`src/rtl/conv_seq_pkg.sv`:
```
// Shared definitions for the complex convolution sequencer: state encoding,
// accumulator sizing and output saturation limits.
package conv_seq_pkg;

   localparam logic [1:0] ST_LOAD  = 2'd0;
   localparam logic [1:0] ST_READY = 2'd1;
   localparam logic [1:0] ST_MAC   = 2'd2;
   localparam logic [1:0] ST_EMIT  = 2'd3;

   // Enough headroom that a sum of ntaps W-bit products can never wrap.
   function automatic int acc_width(input int w, input int ntaps);
      return w + $clog2(ntaps);
   endfunction

   function automatic int sat_hi(input int w);
      return (1 << (w - 1)) - 1;
   endfunction

   function automatic int sat_lo(input int w);
      return -(1 << (w - 1));
   endfunction

endpackage

```
`src/rtl/conv_complex_sequencer_if.sv`:
```
// Stream-side signals of the convolution sequencer: coefficient load,
// sample input, result output and status.
interface conv_complex_sequencer_if #(
   parameter int W = 6
);
   logic                cfg_valid;
   logic                cfg_ready;
   logic signed [W-1:0] cfg_re;
   logic signed [W-1:0] cfg_im;
   logic                reload;
   logic                in_valid;
   logic                in_ready;
   logic signed [W-1:0] in_re;
   logic signed [W-1:0] in_im;
   logic                out_valid;
   logic                out_ready;
   logic signed [W-1:0] out_re;
   logic signed [W-1:0] out_im;
   logic                out_ovf;
   logic                busy;

   modport master (
      output cfg_valid, cfg_re, cfg_im, reload, in_valid, in_re, in_im, out_ready,
      input  cfg_ready, in_ready, out_valid, out_re, out_im, out_ovf, busy
   );

   modport slave (
      input  cfg_valid, cfg_re, cfg_im, reload, in_valid, in_re, in_im, out_ready,
      output cfg_ready, in_ready, out_valid, out_re, out_im, out_ovf, busy
   );
endinterface

```
`src/rtl/mult_fixed_complex.sv`:
```
// Combinational signed fixed-point complex multiplier; product truncated
// (floor) back to QI.QF, ovf set when the truncated result does not fit.
module mult_fixed_complex #(
   parameter int QI = 3,
   parameter int QF = 3
) (
   input  logic signed [QI+QF-1:0] a_re,
   input  logic signed [QI+QF-1:0] a_im,
   input  logic signed [QI+QF-1:0] b_re,
   input  logic signed [QI+QF-1:0] b_im,
   output logic signed [QI+QF-1:0] p_re,
   output logic signed [QI+QF-1:0] p_im,
   output logic                    ovf
);
   localparam int W  = QI + QF;
   localparam int PW = 2 * W + 1;

   logic signed [PW-1:0] ar, ai, br, bi;
   logic signed [PW-1:0] full_re, full_im, sh_re, sh_im;

   assign ar = PW'(a_re);
   assign ai = PW'(a_im);
   assign br = PW'(b_re);
   assign bi = PW'(b_im);

   assign full_re = ar * br - ai * bi;
   assign full_im = ar * bi + ai * br;
   assign sh_re   = full_re >>> QF;
   assign sh_im   = full_im >>> QF;

   assign p_re = sh_re[W-1:0];
   assign p_im = sh_im[W-1:0];
   assign ovf  = (sh_re[PW-1:W-1] != {(PW-W+1){sh_re[W-1]}}) |
                 (sh_im[PW-1:W-1] != {(PW-W+1){sh_im[W-1]}});

endmodule

```
`src/rtl/conv_complex_sequencer.sv`:
```
// Time-multiplexed NTAPS-tap complex FIR around one shared complex multiplier.
// Build option CONV_SEQ_SAT_EN: defined = saturating output narrowing, undefined = wrapping.
//
// state | meaning
// LOAD  | taking NTAPS coefficient beats into h[]
// READY | waiting for a sample, or a reload request
// MAC   | idx 0..NTAPS: multiply tap idx, accumulate registered product of tap idx-1
// EMIT  | result held on out_* until downstream accepts
module conv_complex_sequencer
   import conv_seq_pkg::*;
#(
   parameter int QI    = 3,
   parameter int QF    = 3,
   parameter int NTAPS = 8
) (
   input logic                     clk,
   input logic                     rst_n,
   conv_complex_sequencer_if.slave bus
);
   localparam int W    = QI + QF;
   localparam int ACCW = acc_width(W, NTAPS);
   localparam int TW   = $clog2(NTAPS);
   localparam int IW   = $clog2(NTAPS + 1);

   logic [1:0]             state;
   logic [IW-1:0]          idx;
   logic [TW-1:0]          tap;
   logic signed [W-1:0]    h_re [NTAPS];
   logic signed [W-1:0]    h_im [NTAPS];
   logic signed [W-1:0]    x_re [NTAPS];
   logic signed [W-1:0]    x_im [NTAPS];
   logic signed [ACCW-1:0] acc_re, acc_im;
   logic                   ovf_acc;
   logic signed [W-1:0]    p_re, p_im, p_re_q, p_im_q;
   logic                   m_ovf, m_ovf_q;
   logic                   last_tap, cfg_fire, in_fire;
   logic [W:0]             nar_re, nar_im;

   assign last_tap = (idx == IW'(NTAPS - 1));
   assign tap      = (idx >= IW'(NTAPS)) ? '0 : idx[TW-1:0];
   assign cfg_fire = bus.cfg_valid & (state == ST_LOAD);
   assign in_fire  = bus.in_valid & (state == ST_READY);

   mult_fixed_complex #(.QI(QI), .QF(QF)) u_mult (
      .a_re (x_re[tap]),
      .a_im (x_im[tap]),
      .b_re (h_re[tap]),
      .b_im (h_im[tap]),
      .p_re (p_re),
      .p_im (p_im),
      .ovf  (m_ovf)
   );

   always_ff @(posedge clk or negedge rst_n) begin
      if (!rst_n) begin
         state   <= ST_LOAD;
         idx     <= '0;
         acc_re  <= '0;
         acc_im  <= '0;
         ovf_acc <= 1'b0;
         p_re_q  <= '0;
         p_im_q  <= '0;
         m_ovf_q <= 1'b0;
         for (int k = 0; k < NTAPS; k++) begin
            h_re[k] <= '0;
            h_im[k] <= '0;
            x_re[k] <= '0;
            x_im[k] <= '0;
         end
      end else begin
         case (state)
            ST_LOAD: begin
               if (cfg_fire) begin
                  h_re[tap] <= bus.cfg_re;
                  h_im[tap] <= bus.cfg_im;
                  if (last_tap) begin
                     state <= ST_READY;
                     idx   <= '0;
                  end else begin
                     idx <= idx + IW'(1);
                  end
               end
            end
            ST_READY: begin
               if (in_fire) begin
                  for (int k = NTAPS - 1; k > 0; k--) begin
                     x_re[k] <= x_re[k-1];
                     x_im[k] <= x_im[k-1];
                  end
                  x_re[0] <= bus.in_re;
                  x_im[0] <= bus.in_im;
                  acc_re  <= '0;
                  acc_im  <= '0;
                  ovf_acc <= 1'b0;
                  idx     <= '0;
                  state   <= ST_MAC;
               end else if (bus.reload) begin
                  for (int k = 0; k < NTAPS; k++) begin
                     x_re[k] <= '0;
                     x_im[k] <= '0;
                  end
                  idx   <= '0;
                  state <= ST_LOAD;
               end
            end
            ST_MAC: begin
               // Product is registered, so accumulation trails the tap index by one.
               p_re_q  <= p_re;
               p_im_q  <= p_im;
               m_ovf_q <= m_ovf;
               if (idx != '0) begin
                  acc_re  <= acc_re + ACCW'(p_re_q);
                  acc_im  <= acc_im + ACCW'(p_im_q);
                  ovf_acc <= ovf_acc | m_ovf_q;
               end
               if (idx == IW'(NTAPS)) begin
                  idx   <= '0;
                  state <= ST_EMIT;
               end else begin
                  idx <= idx + IW'(1);
               end
            end
            ST_EMIT: begin
               if (bus.out_ready) state <= ST_READY;
            end
            default: state <= ST_LOAD;
         endcase
      end
   end

`ifdef CONV_SEQ_SAT_EN
   localparam logic signed [ACCW-1:0] ACC_HI = ACCW'(sat_hi(W));
   localparam logic signed [ACCW-1:0] ACC_LO = ACCW'(sat_lo(W));

   function automatic logic [W:0] narrow(input logic signed [ACCW-1:0] a);
      if (a > ACC_HI)      return {1'b1, ACC_HI[W-1:0]};
      else if (a < ACC_LO) return {1'b1, ACC_LO[W-1:0]};
      else                 return {1'b0, a[W-1:0]};
   endfunction
`else
   function automatic logic [W:0] narrow(input logic signed [ACCW-1:0] a);
      return {(a[ACCW-1:W-1] != {(ACCW-W+1){a[W-1]}}), a[W-1:0]};
   endfunction
`endif

   assign nar_re = narrow(acc_re);
   assign nar_im = narrow(acc_im);

   assign bus.out_re    = nar_re[W-1:0];
   assign bus.out_im    = nar_im[W-1:0];
   assign bus.out_ovf   = ovf_acc | nar_re[W] | nar_im[W];
   assign bus.cfg_ready = (state == ST_LOAD);
   assign bus.in_ready  = (state == ST_READY);
   assign bus.out_valid = (state == ST_EMIT);
   assign bus.busy      = (state == ST_MAC) | (state == ST_EMIT);

endmodule

```
`src/flat_wrapper.sv`:
```
// flat-port wrapper written by rule: the top's interface ports become plain ports
module conv_complex_sequencer_flat import conv_seq_pkg::*;
#(
   parameter int QI    = 3,
   parameter int QF    = 3,
   parameter int NTAPS = 8
)
  (clk, rst_n, bus_cfg_valid, bus_cfg_re, bus_cfg_im, bus_reload, bus_in_valid, bus_in_re, bus_in_im, bus_out_ready, bus_cfg_ready, bus_in_ready, bus_out_valid, bus_out_re, bus_out_im, bus_out_ovf, bus_busy);
  conv_complex_sequencer_if #(.W((QI + QF))) bus_i ();
  input logic clk;
  input logic rst_n;
  input wire logic [$bits(bus_i.cfg_valid)-1:0] bus_cfg_valid;
  input wire logic [$bits(bus_i.cfg_re)-1:0] bus_cfg_re;
  input wire logic [$bits(bus_i.cfg_im)-1:0] bus_cfg_im;
  input wire logic [$bits(bus_i.reload)-1:0] bus_reload;
  input wire logic [$bits(bus_i.in_valid)-1:0] bus_in_valid;
  input wire logic [$bits(bus_i.in_re)-1:0] bus_in_re;
  input wire logic [$bits(bus_i.in_im)-1:0] bus_in_im;
  input wire logic [$bits(bus_i.out_ready)-1:0] bus_out_ready;
  output wire logic [$bits(bus_i.cfg_ready)-1:0] bus_cfg_ready;
  output wire logic [$bits(bus_i.in_ready)-1:0] bus_in_ready;
  output wire logic [$bits(bus_i.out_valid)-1:0] bus_out_valid;
  output wire logic [$bits(bus_i.out_re)-1:0] bus_out_re;
  output wire logic [$bits(bus_i.out_im)-1:0] bus_out_im;
  output wire logic [$bits(bus_i.out_ovf)-1:0] bus_out_ovf;
  output wire logic [$bits(bus_i.busy)-1:0] bus_busy;
  assign bus_i.cfg_valid = bus_cfg_valid;
  assign bus_i.cfg_re = bus_cfg_re;
  assign bus_i.cfg_im = bus_cfg_im;
  assign bus_i.reload = bus_reload;
  assign bus_i.in_valid = bus_in_valid;
  assign bus_i.in_re = bus_in_re;
  assign bus_i.in_im = bus_in_im;
  assign bus_i.out_ready = bus_out_ready;
  assign bus_cfg_ready = bus_i.cfg_ready;
  assign bus_in_ready = bus_i.in_ready;
  assign bus_out_valid = bus_i.out_valid;
  assign bus_out_re = bus_i.out_re;
  assign bus_out_im = bus_i.out_im;
  assign bus_out_ovf = bus_i.out_ovf;
  assign bus_busy = bus_i.busy;
  conv_complex_sequencer #(.QI(QI), .QF(QF), .NTAPS(NTAPS)) u_core (.clk(clk), .rst_n(rst_n), .bus(bus_i));
endmodule
```
`config.mk`:
```
export PLATFORM = sky130hd
export DESIGN_NAME = conv_complex_sequencer_flat
export DESIGN_NICKNAME = d
export VERILOG_FILES = /design/src/rtl/conv_seq_pkg.sv /design/src/rtl/conv_complex_sequencer_if.sv /design/src/rtl/mult_fixed_complex.sv /design/src/rtl/conv_complex_sequencer.sv /design/src/flat_wrapper.sv
export SDC_FILE = /design/constraint.sdc
export NUM_CORES = 1
export LEC_CHECK = 0
export BUFFER_PORTS_ARGS = -buffer_cell sky130_fd_sc_hd__clkbuf_2
export CELL_PAD_IN_SITES_DETAIL_PLACEMENT = 0
export CELL_PAD_IN_SITES_GLOBAL_PLACEMENT = 1
export CORE_MARGIN = 1
export CORE_UTILIZATION = 55
export CTS_CLUSTER_DIAMETER = 30
export DETAILED_ROUTE_END_ITERATION = 12
export PLACE_DENSITY = 0.84
export SKIP_CTS_REPAIR_TIMING = 1
export SYNTH_ARGS = -nofsm -noshare
export SYNTH_HDL_FRONTEND = slang
export SYNTH_SLANG_ARGS = --single-unit
```
`constraint.sdc`:
```
create_clock -name clk -period 13.6 [get_ports clk]
set_clock_uncertainty 0.05 [all_clocks]
set_input_delay 0.68 -clock clk [delete_from_list [all_inputs] [get_ports clk]]
set_output_delay 0.68 -clock clk [all_outputs]
set_load 0.005 [all_outputs]
```
After elaboration in Yosys (flattened, before gate mapping)
Index checks and enable logic that the tools add are counted.
{ "classes": {"add_sub_neg": 5, "multipliers": 4, "div": 0, "n_lt_le_gt_ge": 3, "eq_ne": 16, "n_shift": 0, "muxes": 41, "bitwise": 8, "reduce_logical": 11} }
{ "op_table": {"columns": ["op", "count"], "rows": [
  ["two-way mux 48 bit", 3],
  ["bitwise mux 48 bit", 2],
  ["binary-select mux 6 bit (select 3 bit)", 4],
  ["two-way mux 6 bit", 9],
  ["multiplier 6 x 6 -> 12 bit", 4],
  ["case mux 9 bit (2 select lines)", 2],
  ["two-way mux 9 bit", 3],
  ["two-way mux 4 bit", 5],
  ["adder 9 x 6 -> 9 bit", 2],
  ["demux 6 bit (select 3 bit)", 1],
  ["!= test 7 bit", 2],
  ["adder 12 x 12 -> 13 bit", 1],
  ["subtractor 12 x 12 -> 13 bit", 1],
  ["two-way mux 2 bit", 6],
  ["case mux 4 bit (3 select lines)", 1],
  ["!= test 2 x 1 -> 1 bit, second input constant", 5],
  ["greater-or-equal comparator 4 bit, second input constant", 2],
  ["case mux 2 bit (4 select lines)", 1],
  ["!= test 3 bit", 2],
  ["AND reduction 3 bit", 2],
  ["bitwise OR 1 bit", 5],
  ["AND reduction 5 bit", 1],
  ["adder 4 x 1 -> 4 bit, second input constant", 1],
  ["== test 2 bit, second input constant", 2],
  ["other kinds (17)", 21]
]} }
{ "totals": {"register_bits": 230, "latch_bits": 0, "mem_bits_rw": 0, "rom_bits": 0, "inputBits": 30, "output_inout_bits": 17, "word_cells": 128, "mem_count": 0} }

Depth between registers and ports, before layout
Gate-level depths: netlist of the first run.
{ "depth": {"ltp_word": 10, "mapped_depth": 32} }

Hierarchy
Synthesis of the first run repeated with hierarchy kept, for this count alone.
{ "hier_totals": {"hier_cells": 1627, "hier_area_um2": 17365.4} }
{ "modules_own_cells": {"columns": ["module", "instances", "cells_each", "area_per_inst_um2", "seq_area_each_um2"], "rows": [
  ["conv_complex_sequencer", 1, 928, 10995.5, 5755.5],
  ["mult_fixed_complex", 1, 699, 6369.9, 0.0]
]} }

Worst setup path after synthesis of the first run
OpenSTA, ideal clock, no wires.
{ "synth_timing": {"kind": "register -> register", "startpoint": "reg u_core.idx[0]", "endpoint": "reg u_core.m_ovf_q", "setup_ps": 137, "t_arrival_ps": 7128, "required_time_ps": 13413, "slack_ps": 6285, "path_stages_with_launch": 30, "period_less_slack_ps": 7315, "cell_sequence": "dfrtp_1 > buf_6 > buf_6 > buf_4 > nand2_1 > buf_4 > nand2_1 > and3_1 > nor4_1 > nand2b_1 > inv_1 > fa_1 > fa_1 > inv_1 > fa_1 > inv_1 > fa_1 > fa_1 > fa_1 > ha_1 > a21o_1 > a21oi_1 > o21bai_1 > a21oi_1 > o21ai_0 > xnor2_1 > and3_1 > mux2i_1 > a21oi_1 > a21oi_1"} }
{ "synth_between": {"elab_chain_cells": 10} }
{ "synth_rtl": {"columns": ["item", "line", "source"], "rows": [
  ["start: declaration", "conv_complex_sequencer.sv:26", "logic [IW-1:0] idx;"],
  ["start signal: assignment", "conv_complex_sequencer.sv:80", "idx <= idx + IW'(1);"],
  ["start signal: assignment", "conv_complex_sequencer.sv:120", "idx <= idx + IW'(1);"],
  ["greater-or-equal comparator 4 bit", "conv_complex_sequencer.sv:40", "assign tap = (idx >= IW'(NTAPS)) ? '0 : idx[TW-1:0];"],
  ["two-way mux 3 bit (*)", "conv_complex_sequencer.sv:40", null],
  ["NOT 3 -> 4 bit (not written as such) (*)", null, null],
  ["binary-select mux 6 bit (select 3 bit) (on tied branches)", null, null],
  ["two-way mux 6 bit (on tied branches) (2 in a row)", null, null],
  ["multiplier 6 x 6 -> 12 bit (on tied branches)", "mult_fixed_complex.sv:26, mult_fixed_complex.sv:27", null],
  ["subtractor 12 x 12 -> 13 bit or adder 12 x 12 -> 13 bit (tied branches)", "mult_fixed_complex.sv:26, mult_fixed_complex.sv:27", null],
  ["!= test 7 bit (on tied branches)", "mult_fixed_complex.sv:33, mult_fixed_complex.sv:34", null],
  ["bitwise OR 1 bit (*)", "mult_fixed_complex.sv:33", "assign ovf = (sh_re[PW-1:W-1] != {(PW-W+1){sh_re[W-1]}}) |"],
  ["end signal: assignment", "conv_complex_sequencer.sv:110", "m_ovf_q <= m_ovf;"],
  ["end: declaration", "conv_complex_sequencer.sv:35", "logic m_ovf, m_ovf_q;"]
]} }
Every way passes the cells marked *; elsewhere a longest branch is shown, timed or not. The select of a mux whose other input is x is not followed.
A chain may end at the register's enable or synchronous reset.

Worst setup path after layout of the first run
{ "layout_timing": {"startpoint": "reg u_core.idx[3]", "endpoint": "reg u_core.m_ovf_q"} }
{ "layout_between": {"elab_chain_cells": 10} }
{ "layout_rtl": {"columns": ["item", "line"], "rows": [
  ["greater-or-equal comparator 4 bit (*)", "conv_complex_sequencer.sv:40"],
  ["two-way mux 3 bit (*)", "conv_complex_sequencer.sv:40"],
  ["NOT 3 -> 4 bit (not written as such) (*)", null],
  ["binary-select mux 6 bit (select 3 bit) (on tied branches)", null],
  ["two-way mux 6 bit (on tied branches) (2 in a row)", null],
  ["multiplier 6 x 6 -> 12 bit (on tied branches)", "mult_fixed_complex.sv:26, mult_fixed_complex.sv:27"],
  ["subtractor 12 x 12 -> 13 bit or adder 12 x 12 -> 13 bit (tied branches)", "mult_fixed_complex.sv:26, mult_fixed_complex.sv:27"],
  ["!= test 7 bit (on tied branches)", "mult_fixed_complex.sv:33, mult_fixed_complex.sv:34"],
  ["bitwise OR 1 bit (*)", "mult_fixed_complex.sv:33"]
]} }
Marked as above.

==> results of run 1 <==
[sequential cells by signal (all words and copies together), names as in the netlist, 2 cells and up]
signal and flops:
u_core.state 2, u_core.h_re 48, u_core.p_im_q 6, u_core.h_im 48, u_core.acc_re 9, u_core.x_im 48, u_core.idx 4, u_core.p_re_q 6
u_core.x_re 48, u_core.acc_im 9
[per-stage QoR]
step           std cells  cell area, sq um  utilization [%]  hold slack (ns)
6_report            2097             19400             63.7           0.0429
5_1_grt             2097             19400             63.7            0.127
4_1_cts             2097             19400             63.7           0.0929
3_5_place_dp        1998             17500             57.5            0.440
3_3_place_gp        1998             17500             57.5            0.435
2_1_floorplan       1631             17100                -            0.334
[cell usage in the layout, fill, tap and decap left out, types with 7 or more instances in the layout]
| cell type | n |
|---|---|
| buf_4 | 26 |
| dfrtp_1 | 230 |
| clkbuf_1 | 9 |
| bufinv_16 | 7 |
| a211oi_1 | 13 |
| nand3_1 | 28 |
| clkbuf_2 | 45 |
| a31oi_1 | 8 |
| or2_2 | 31 |
| clkbuf_8 | 9 |
| o21bai_1 | 8 |
| o21ai_0 | 19 |
| ha_1 | 106 |
| fa_1 | 146 |
| a21oi_1 | 40 |
| nor2_1 | 114 |
| xnor2_1 | 41 |
| mux2i_1 | 27 |
| nand2b_1 | 22 |
| a21o_1 | 12 |
| nand2_1 | 128 |
| xor2_1 | 8 |
| mux2_2 | 108 |
| clkinv_2 | 12 |
| o211ai_1 | 8 |
| and3_1 | 15 |
| clkbuf_16 | 54 |
| and2_1 | 15 |
| inv_1 | 214 |
| a22o_1 | 107 |
| a32oi_1 | 8 |
[path summary, 6_finish.rpt]
kind / start / to / slack, ns / cells after the start
worst max-delay path: u_core.idx[3] / u_core.m_ovf_q / 4.96 / 24
max in group asynchronous: rst_n / u_core.x_im[34] / 11.10 / 3
worst max register to register: u_core.idx[3] / u_core.m_ovf_q / 4.96 / 24
min in group clk: bus_in_re[3] / u_core.x_re[45] / 0.25 / 2
worst min-delay path: rst_n / u_core.acc_im[1] / 0.04 / 1
worst min register to register: u_core.x_re[2] / u_core.x_re[2] / 0.45 / 1
[cells by family after synthesis]
logic type	Yosys count	share of synthesized area, %
XOR/XNOR	50	2.65
AO/OA/AOI/OAI	251	11.3
adder cells (fa/ha/maj)	252	24.9
buffers and inverters	315	7.60
AND/OR/NAND/NOR	397	11.0
flip-flops	230	33.8
multiplexers	136	8.81
[cells in the mapped netlist, drive strengths merged, types with 12 or more instances]
master,instances,area [sq um]
and2,17,106
nand2,129,484
nor2,118,455
or2,31,194
a22o,107,937
and3,15,93.8
a21oi,40,200
buf,34,241
inv,214,803
nand2b,22,138
a211oi,13,97.6
mux2,109,1230
fa,146,2920
a21o,12,90.1
nand3,28,140
ha,106,1330
clkbuf,67,251
xnor2,41,359
o21ai,20,100
mux2i,27,270
dfrtp,230,5760
[layout make-up]
type                            instances  area (sq um)  share of cell area, %
Clock buffer                           72          1510                   7.76
Inverter                              214           803                   4.13
Clock inverter                         27           400                   2.06
Multi-Input combinational cell       1086         10000                   51.7
Sequential cell                       230          5760                   29.6
Tap cell                              396           495                   2.55
Timing Repair Buffer                   72           435                   2.24
[worst max-delay path, cell delays in order, from the launching register on]
cell and delay, ns:
dfrtp_1 0.73, inv_1 0.26, nand2_2 0.12, buf_4 0.55, nand2_1 0.12, and3_1 0.22
nor4_1 1.07, nand2b_1 0.18, fa_1 0.55, fa_1 0.51, inv_1 0.05, fa_1 0.49
fa_1 0.43, fa_1 0.52, fa_1 0.42, ha_1 0.32, a21oi_1 0.22, o21bai_1 0.10
a21oi_1 0.23, o21ai_0 0.19, a31oi_1 0.23, xnor2_1 0.17, mux2i_1 0.47, a21oi_1 0.08
a21oi_1 0.16
[layer usage]
layer,vias to the layer above,GRT usage [%]
li1,5502,-
met4,0,9.15
met2,336,44.3
met5,-,0
met1,6059,35.1
met3,77,4.90
==> impl_metrics.yaml, run 1 <==
die:
  core-area_sq_um: 30500
  dieArea_sq_um: 31700
  die_h_um: 178
  ios: 47
  initial_utilization_pct: 55.9
  rows: 64
  die_x_um: 178
clock_network:
  cts_tree: "done"
  clk-insertion-delay-late_ns: 0.59
  cts.sinks: 230
  numCtsBuffers: 54
  htree_levels: 2
  clkTransAtPathRegs_ns: 0.05
  ctsLongestPathBuffers: 3
  cts-root-buf: "clkbuf_16"
status:
  status: "complete, no violations"
sta:
  tightest_slew_ns: 1.32
  fin_crit_sh_pct: 63.5
  fin_setup_tns_ns: 0
  period_minus_slack_ns: 8.64
  hold_viol: 0
  slew_headroom_pct: 11.4
  rsz0062_at_grt: "no"
  setup_viol: 0
  max_freq_ghz: 0.116
  final_max_slew_viol_count: 0
  fin_ws_ns: 4.96
detailed_routing:
  drt_first_pass_iters: 5
  wl_per_cell_um: 18.9
  wl_met1_um: 16800
  routed_wl_um: 39700
  drt_iter0_markers: 810
  topRoutingLayerUsed: "met4"
  via_per_inst: 5.71
  drc: 0
  num_vias: 11974
  wl_met2_um: 19300
  postRouteAntennaNets: 0
  wl_met3_um: 2440
synthesis:
  ys_types: 64
  synth_cells: 1631
  synth_edf_count: 0
  synth-seq-cells: 230
  syn_area_sq_um: 17100
  synth_fp_nets: 1913
  yosysWarnings: 0
  synth-main-ff-cell: "dfrtp_1"
  syn-mean-instance-area_sq_um: 10.5
  synthArstFlopShare_pct: 100
  yosysSeqAreaShare_pct: 33.8
setup_path:
  cp.arrival_ns: 9.04
  end_kind: "flip-flop"
  critPathRequiredTime_ns: 14.00
  crit_type: "reg -> reg"
  critPathMaxFanout: 61
  critPathLaunchType: "flip-flop"
job:
  maxCapViolations: 0
grt:
  grt_pass1_vias: 12605
  grt_max_degree: 98
  groute.usage.overall_pct: 26.7
  grt_antenna_before_repair: 1
  globalRouteOverflowTotal: 0
  grt_pass1_wl_um: 65900
placement:
  gp_congestion: 0.840
  place_ws_ns: 5.04
  hpwl_um: 27000
  portBuffers: 46
cells_and_area:
  drive_gt1_share_pct: 18.9
  nets: 1940
  n_antenna_cell: 0
  n_fill_cell: 2476
  synthToLayoutAreaGrowth_pct: 14.0
min_path:
  hold_path.class: "in -> async"
Power of run 1 is not shown: default switching activity piles up to over one toggle a cycle in this logic, so the estimate is an artifact.
==> run 2, diff against run 1 <==
--- a/config.mk
+++ b/config.mk
@@ -5,14 +5,15 @@
 export SDC_FILE = /design/constraint.sdc
 export NUM_CORES = 1
 export LEC_CHECK = 0
+export ABC_AREA = 1
 export BUFFER_PORTS_ARGS = -buffer_cell sky130_fd_sc_hd__clkbuf_2
 export CELL_PAD_IN_SITES_DETAIL_PLACEMENT = 0
 export CELL_PAD_IN_SITES_GLOBAL_PLACEMENT = 1
 export CORE_MARGIN = 1
-export CORE_UTILIZATION = 55
+export CORE_UTILIZATION = 49
 export CTS_CLUSTER_DIAMETER = 30
 export DETAILED_ROUTE_END_ITERATION = 12
-export PLACE_DENSITY = 0.84
+export PLACE_DENSITY = 0.79
 export SKIP_CTS_REPAIR_TIMING = 1
 export SYNTH_ARGS = -nofsm -noshare
 export SYNTH_HDL_FRONTEND = slang
==> constraint.sdc (replaced) <==
create_clock -name clk -period 8 [get_ports clk]
set_clock_uncertainty 0.05 [all_clocks]
set_input_delay 0.4 -clock clk [delete_from_list [all_inputs] [get_ports clk]]
set_output_delay 0.4 -clock clk [all_outputs]
set_load 0.005 [all_outputs]
==> impl_metrics.yaml, run 2 <==
setup_path:
  cpMostUsedCell: "nand2_1"
  r2r_start: "u_core.idx[3]"
  crit_type: "reg -> reg"
  rr_endpoint: "u_core.m_ovf_q"
  cp.arrival_ns: 7.82
  rrSetupSlack_ns: 0.59
  slowest_delay_ns: 0.54
  critPathSlowestCell: "fa_1"
  cp_num_buf_inv: 6
  critPathLaunchType: "flip-flop"
  critPathMaxFanout: 16
  cp_num_cells: 33
  r2r_cells: 33
  end_kind: "flip-flop"
  critPathRequiredTime_ns: 8.41
  critPathTopFamily: "adder cells"
cells_and_area:
  n_antenna_cell: 0
  final_cell_mix: "nand2_1, inv_1, dfrtp_1, o21ai_0, fa_1"
  final_common_cell: "nand2_1"
  design_area_sq_um: 20200
  synthToLayoutAreaGrowth_pct: 17.7
  drive_gt1_share_pct: 11.3
  final-instance-count-excl-fill: 2616
  nets: 2394
synthesis:
  synth_most_common_cell: "nand2_1"
  synthTopCellsByArea: "dfrtp_1, fa_1, nand2_1"
  yosys-top-cells-count: "nand2_1, inv_1, dfrtp_1"
  synthArstFlopShare_pct: 100
  synth-simple-area-share_pct: 17.1
  synth_cells: 2032
  synth-main-ff-cell: "dfrtp_1"
  synth.area.mux_share_pct: 0
  yosysSeqAreaShare_pct: 33.6
  synth_xor_area_share_pct: 1.74
  synth_compound_area_share_pct: 11.8
  synth_top_family_by_area: "adder cells"
  synth-seq-cells: 230
  synth_adder_area_share_pct: 24.8
  syn_area_sq_um: 17100
  synth_fp_nets: 2314
  yosysWarnings: 0
  synth.largest_area_cell: "dfrtp_1"
  ys_types: 46
  synth_edf_count: 0
  synth_top_area_share_pct: 33.6
  syn-mean-instance-area_sq_um: 8.43
sta:
  setup_viol: 0
  holdWs_ns: -0.0125
  slew_headroom_pct: 36.3
  fin_crit_sh_pct: 92.6
  fin_setup_tns_ns: 0
  fin_ws_ns: 0.592
  period_minus_slack_ns: 7.41
  rsz0062_at_grt: "no"
  tightest_slew_ns: 0.956
  max_freq_ghz: 0.135
  final_max_slew_viol_count: 0
  hold_viol: 5
grt:
  grt_antenna_before_repair: 1
  grt_pass1_wl_um: 71600
  grt_pass1_vias: 13929
  globalRouteOverflowTotal: 0
  groute.usage.overall_pct: 25.4
  grt_max_degree: 89
min_path:
  hold_path_depth: 3
  min_to: "u_core.x_im[42]"
  hold_path.class: "in -> reg"
  min_from: "bus_in_im[0]"
detailed_routing:
  postRouteAntennaNets: 0
  drc: 0
  routed_wl_um: 43800
  wl_per_cell_um: 16.7
  drt_first_pass_iters: 7
  num_vias: 13657
  drt_iter0_markers: 756
  via_per_inst: 5.22
die:
  core-area_sq_um: 34500
  die_x_um: 189
  initial_utilization_pct: 49.7
  ios: 47
  dieArea_sq_um: 35700
  rows: 68
  die_h_um: 189
placement:
  gp_congestion: 0.950
  placed_area_sq_um: 17800
  place_ws_ns: 0.330
  dp_cells: 2483
  hpwl_um: 31400
  portBuffers: 46
job:
  maxCapViolations: 0
clock_network:
  numCtsBuffers: 58
  ctsLongestPathBuffers: 3
  cts-root-buf: "clkbuf_16"
  cts_tree: "done"
  clkTransAtPathRegs_ns: 0.04
  htree_levels: 2
  cts.sinks: 230
  clk-insertion-delay-late_ns: 0.60
status:
  status: "finished with violations"
  violations: "hold timing"
==> run 2: cell count changes after synthesis, moves of 60 or more <==
cell	before	now
inv_1	214	389
o22ai_1	2	85
nand2_1	129	411
a22o_1	107	6
mux2_2	108	0
o21ai_0	19	158
nand3_1	28	88
==> run 2: worst min-delay path: stages <==
cell and delay, ns:
clkbuf_2 0.08, nand2_1 0.04, o21ai_0 0.06
==> run 2: cells by family after synthesis <==
family | after synthesis
AND/OR/NAND/NOR | 692
flip-flops | 230
buffers and inverters | 479
AO/OA/AOI/OAI | 345
XOR/XNOR | 34
adder cells (fa/ha/maj) | 252
==> run 2: worst max path at each step <==
stage / startpoint / endpoint / slack, ns
2_1_floorplan: u_core.idx[3] / u_core.m_ovf_q / 1.36
3_3_place_gp: u_core.idx[3] / u_core.m_ovf_q / 0.31
3_5_place_dp: u_core.idx[3] / u_core.m_ovf_q / 0.33
4_1_cts: u_core.idx[3] / u_core.m_ovf_q / 0.30
5_1_grt: u_core.idx[3] / u_core.m_ovf_q / 0.07
6_report: u_core.idx[3] / u_core.m_ovf_q / 0.59
==> run 2: per-stage QoR <==
| stage | hold WS, ns | utilization (%) |
|---|---|---|
| floorplan | 0.0544 | - |
| global placement | 0.411 | 51.8 |
| detailed placement | 0.417 | 51.8 |
| CTS | -0.203 | 57.9 |
| global route | 0.00976 | 58.5 |
| finish | -0.0125 | 58.5 |
==> run 2: area by class of cell <==
type | count | area [sq um]
fillers | 3175 | 14300
multi-input cells | 1324 | 9520
flip-flops and latches | 230 | 5760
clock buffers | 75 | 1620
inverters | 394 | 1490
repair buffers | 104 | 723
well taps | 455 | 569
clock inverters | 34 | 493
==> run 2: per-layer routing <==
metal | global-route usage (%) | part of all wire [%]
met1 | 33.1 | 44
met3 | 4.76 | 5.5
met4 | 8.41 | 2.3
met5 | 0 | 0.037
met2 | 42.7 | 48
Power of run 2 is left out for the same reason.
==> run 3, diff against run 2 <==
--- a/config.mk
+++ b/config.mk
@@ -13,7 +13,7 @@
 export CORE_UTILIZATION = 49
 export CTS_CLUSTER_DIAMETER = 30
 export DETAILED_ROUTE_END_ITERATION = 12
-export PLACE_DENSITY = 0.79
+export PLACE_DENSITY_LB_ADDON = 0.1
 export SKIP_CTS_REPAIR_TIMING = 1
 export SYNTH_ARGS = -nofsm -noshare
 export SYNTH_HDL_FRONTEND = slang
==> impl_metrics.yaml, run 3 (synthesis results as in run 2) <==
status:
  status: "finished with violations"
  violations: "hold timing"
grt:
  grt_pass1_vias: 13885
  grt_max_degree: 153
  globalRouteOverflowTotal: 0
  grt_pass1_wl_um: 72200
  groute.usage.overall_pct: 25.9
  grt_antenna_before_repair: 0
die:
  ios: 47
  dieArea_sq_um: 35700
  core-area_sq_um: 34500
  rows: 68
  die_h_um: 189
  initial_utilization_pct: 49.7
  die_x_um: 189
placement:
  hpwl_um: 31000
  gp_congestion: 0.904
  portBuffers: 46
clock_network:
  htree_levels: 2
  cts.sinks: 230
  cts_tree: "done"
  clkTransAtPathRegs_ns: 0.05
  ctsLongestPathBuffers: 3
  clk-insertion-delay-late_ns: 0.60
  numCtsBuffers: 58
  cts-root-buf: "clkbuf_16"
sta:
  max_freq_ghz: 0.134
  fin_crit_sh_pct: 93.4
  final_max_slew_viol_count: 0
  period_minus_slack_ns: 7.47
  tightest_slew_ns: 0.954
  holdWs_ns: -0.00955
  setup_viol: 0
  hold_viol: 2
  rsz0062_at_grt: "no"
  fin_setup_tns_ns: 0
  slew_headroom_pct: 36.4
setup_path:
  rr_endpoint: "u_core.m_ovf_q"
  r2r_cells: 33
  cpMostUsedCell: "nand2_1"
  critPathLaunchType: "flip-flop"
  cp.arrival_ns: 7.88
  end_kind: "flip-flop"
  critPathRequiredTime_ns: 8.41
  rrSetupSlack_ns: 0.53
  critPathMaxFanout: 16
  cp-startpoint: "u_core.idx[3]"
  slowest_delay_ns: 0.55
  critPathSlowestCell: "fa_1"
  endpoint: "u_core.m_ovf_q"
  r2r_start: "u_core.idx[3]"
  crit_type: "reg -> reg"
cells_and_area:
  final_common_cell: "nand2_1"
  fin_util_pct: 58.6
  nets: 2392
  n_antenna_cell: 0
  final_cell_mix: "nand2_1, inv_1, dfrtp_1, o21ai_0, fa_1"
  synthToLayoutAreaGrowth_pct: 17.9
  drive_gt1_share_pct: 11.0
detailed_routing:
  num_vias: 13671
  wl_per_cell_um: 16.9
  drt_first_pass_iters: 5
  postRouteAntennaNets: 0
  drt_iter0_markers: 799
  via_per_inst: 5.23
  routed_wl_um: 44100
  drc: 0
job:
  maxCapViolations: 0
min_path:
  hold_path_depth: 3
  hold_path.class: "in -> reg"
-- run 3: cell count changes in the layout (fill, tap and decap cells not counted), sizes merged, moves of 2 or more --
cell / before / now
bufinv: 9 / 11
buf: 55 / 49
dlygate4sd3: 4 / 8
clkbuf: 120 / 117
clkinvlp: 6 / 8
clkinv: 19 / 16
-- run 3: metrics by stage --
step	setup slack (ns)	area (sq um)	hold slack (ns)	instances
2_1_floorplan	1.36	17100	0.0544	2032
3_3_place_gp	0.357	17800	0.387	2481
3_5_place_dp	0.263	17800	0.391	2481
4_1_cts	0.243	20000	-0.225	2589
5_1_grt	0.0169	20200	0.00283	2613
6_report	0.526	20200	-0.00955	2613
-- run 3: cell type report --
| cell class | count | area [sq um] |
|---|---|---|
| clock buffer | 72 | 1610 |
| clock inverter | 36 | 532 |
| fill | 3154 | 14300 |
| inverter | 394 | 1490 |
| multi-input combinational | 1324 | 9530 |
| sequential | 230 | 5760 |
| tap | 455 | 569 |
| timing repair buffer | 102 | 731 |
-- run 3: worst max-delay path, delay by kind of cell (launching register included) --
kind / cells / cell delay, ns
AO/OA/AOI/OAI: 2 / 0.19
adder cells (fa/ha/maj): 7 / 3.33
buffers and inverters: 6 / 0.74
flip-flops: 1 / 0.45
AND/OR/NAND/NOR: 18 / 2.55
-- run 3: worst min-delay path by stage --
stage | start | end | slack (ns)
finish | bus_in_im[0] | u_core.x_im[42] | -0.01
global route | bus_in_re[4] | u_core.x_re[46] | 0.003
CTS | rst_n | u_core.p_im_q[0] | -0.23
detailed placement | rst_n | u_core.acc_im[0] | 0.39
global placement | rst_n | u_core.acc_im[0] | 0.39
floorplan | rst_n | u_core.acc_im[0] | 0.05
-- run 3: layer usage --
metal  vias to the layer above  share of wire, %  global-route usage [%]
met1                      6721                44                    33.9
met2                       277                48                    42.6
met4                         0               2.7                    9.43
met3                        64               5.1                    5.38
met5                         -                 0                       0
li1                       6609                 -                       -
Power of run 3 is left out for the same reason.
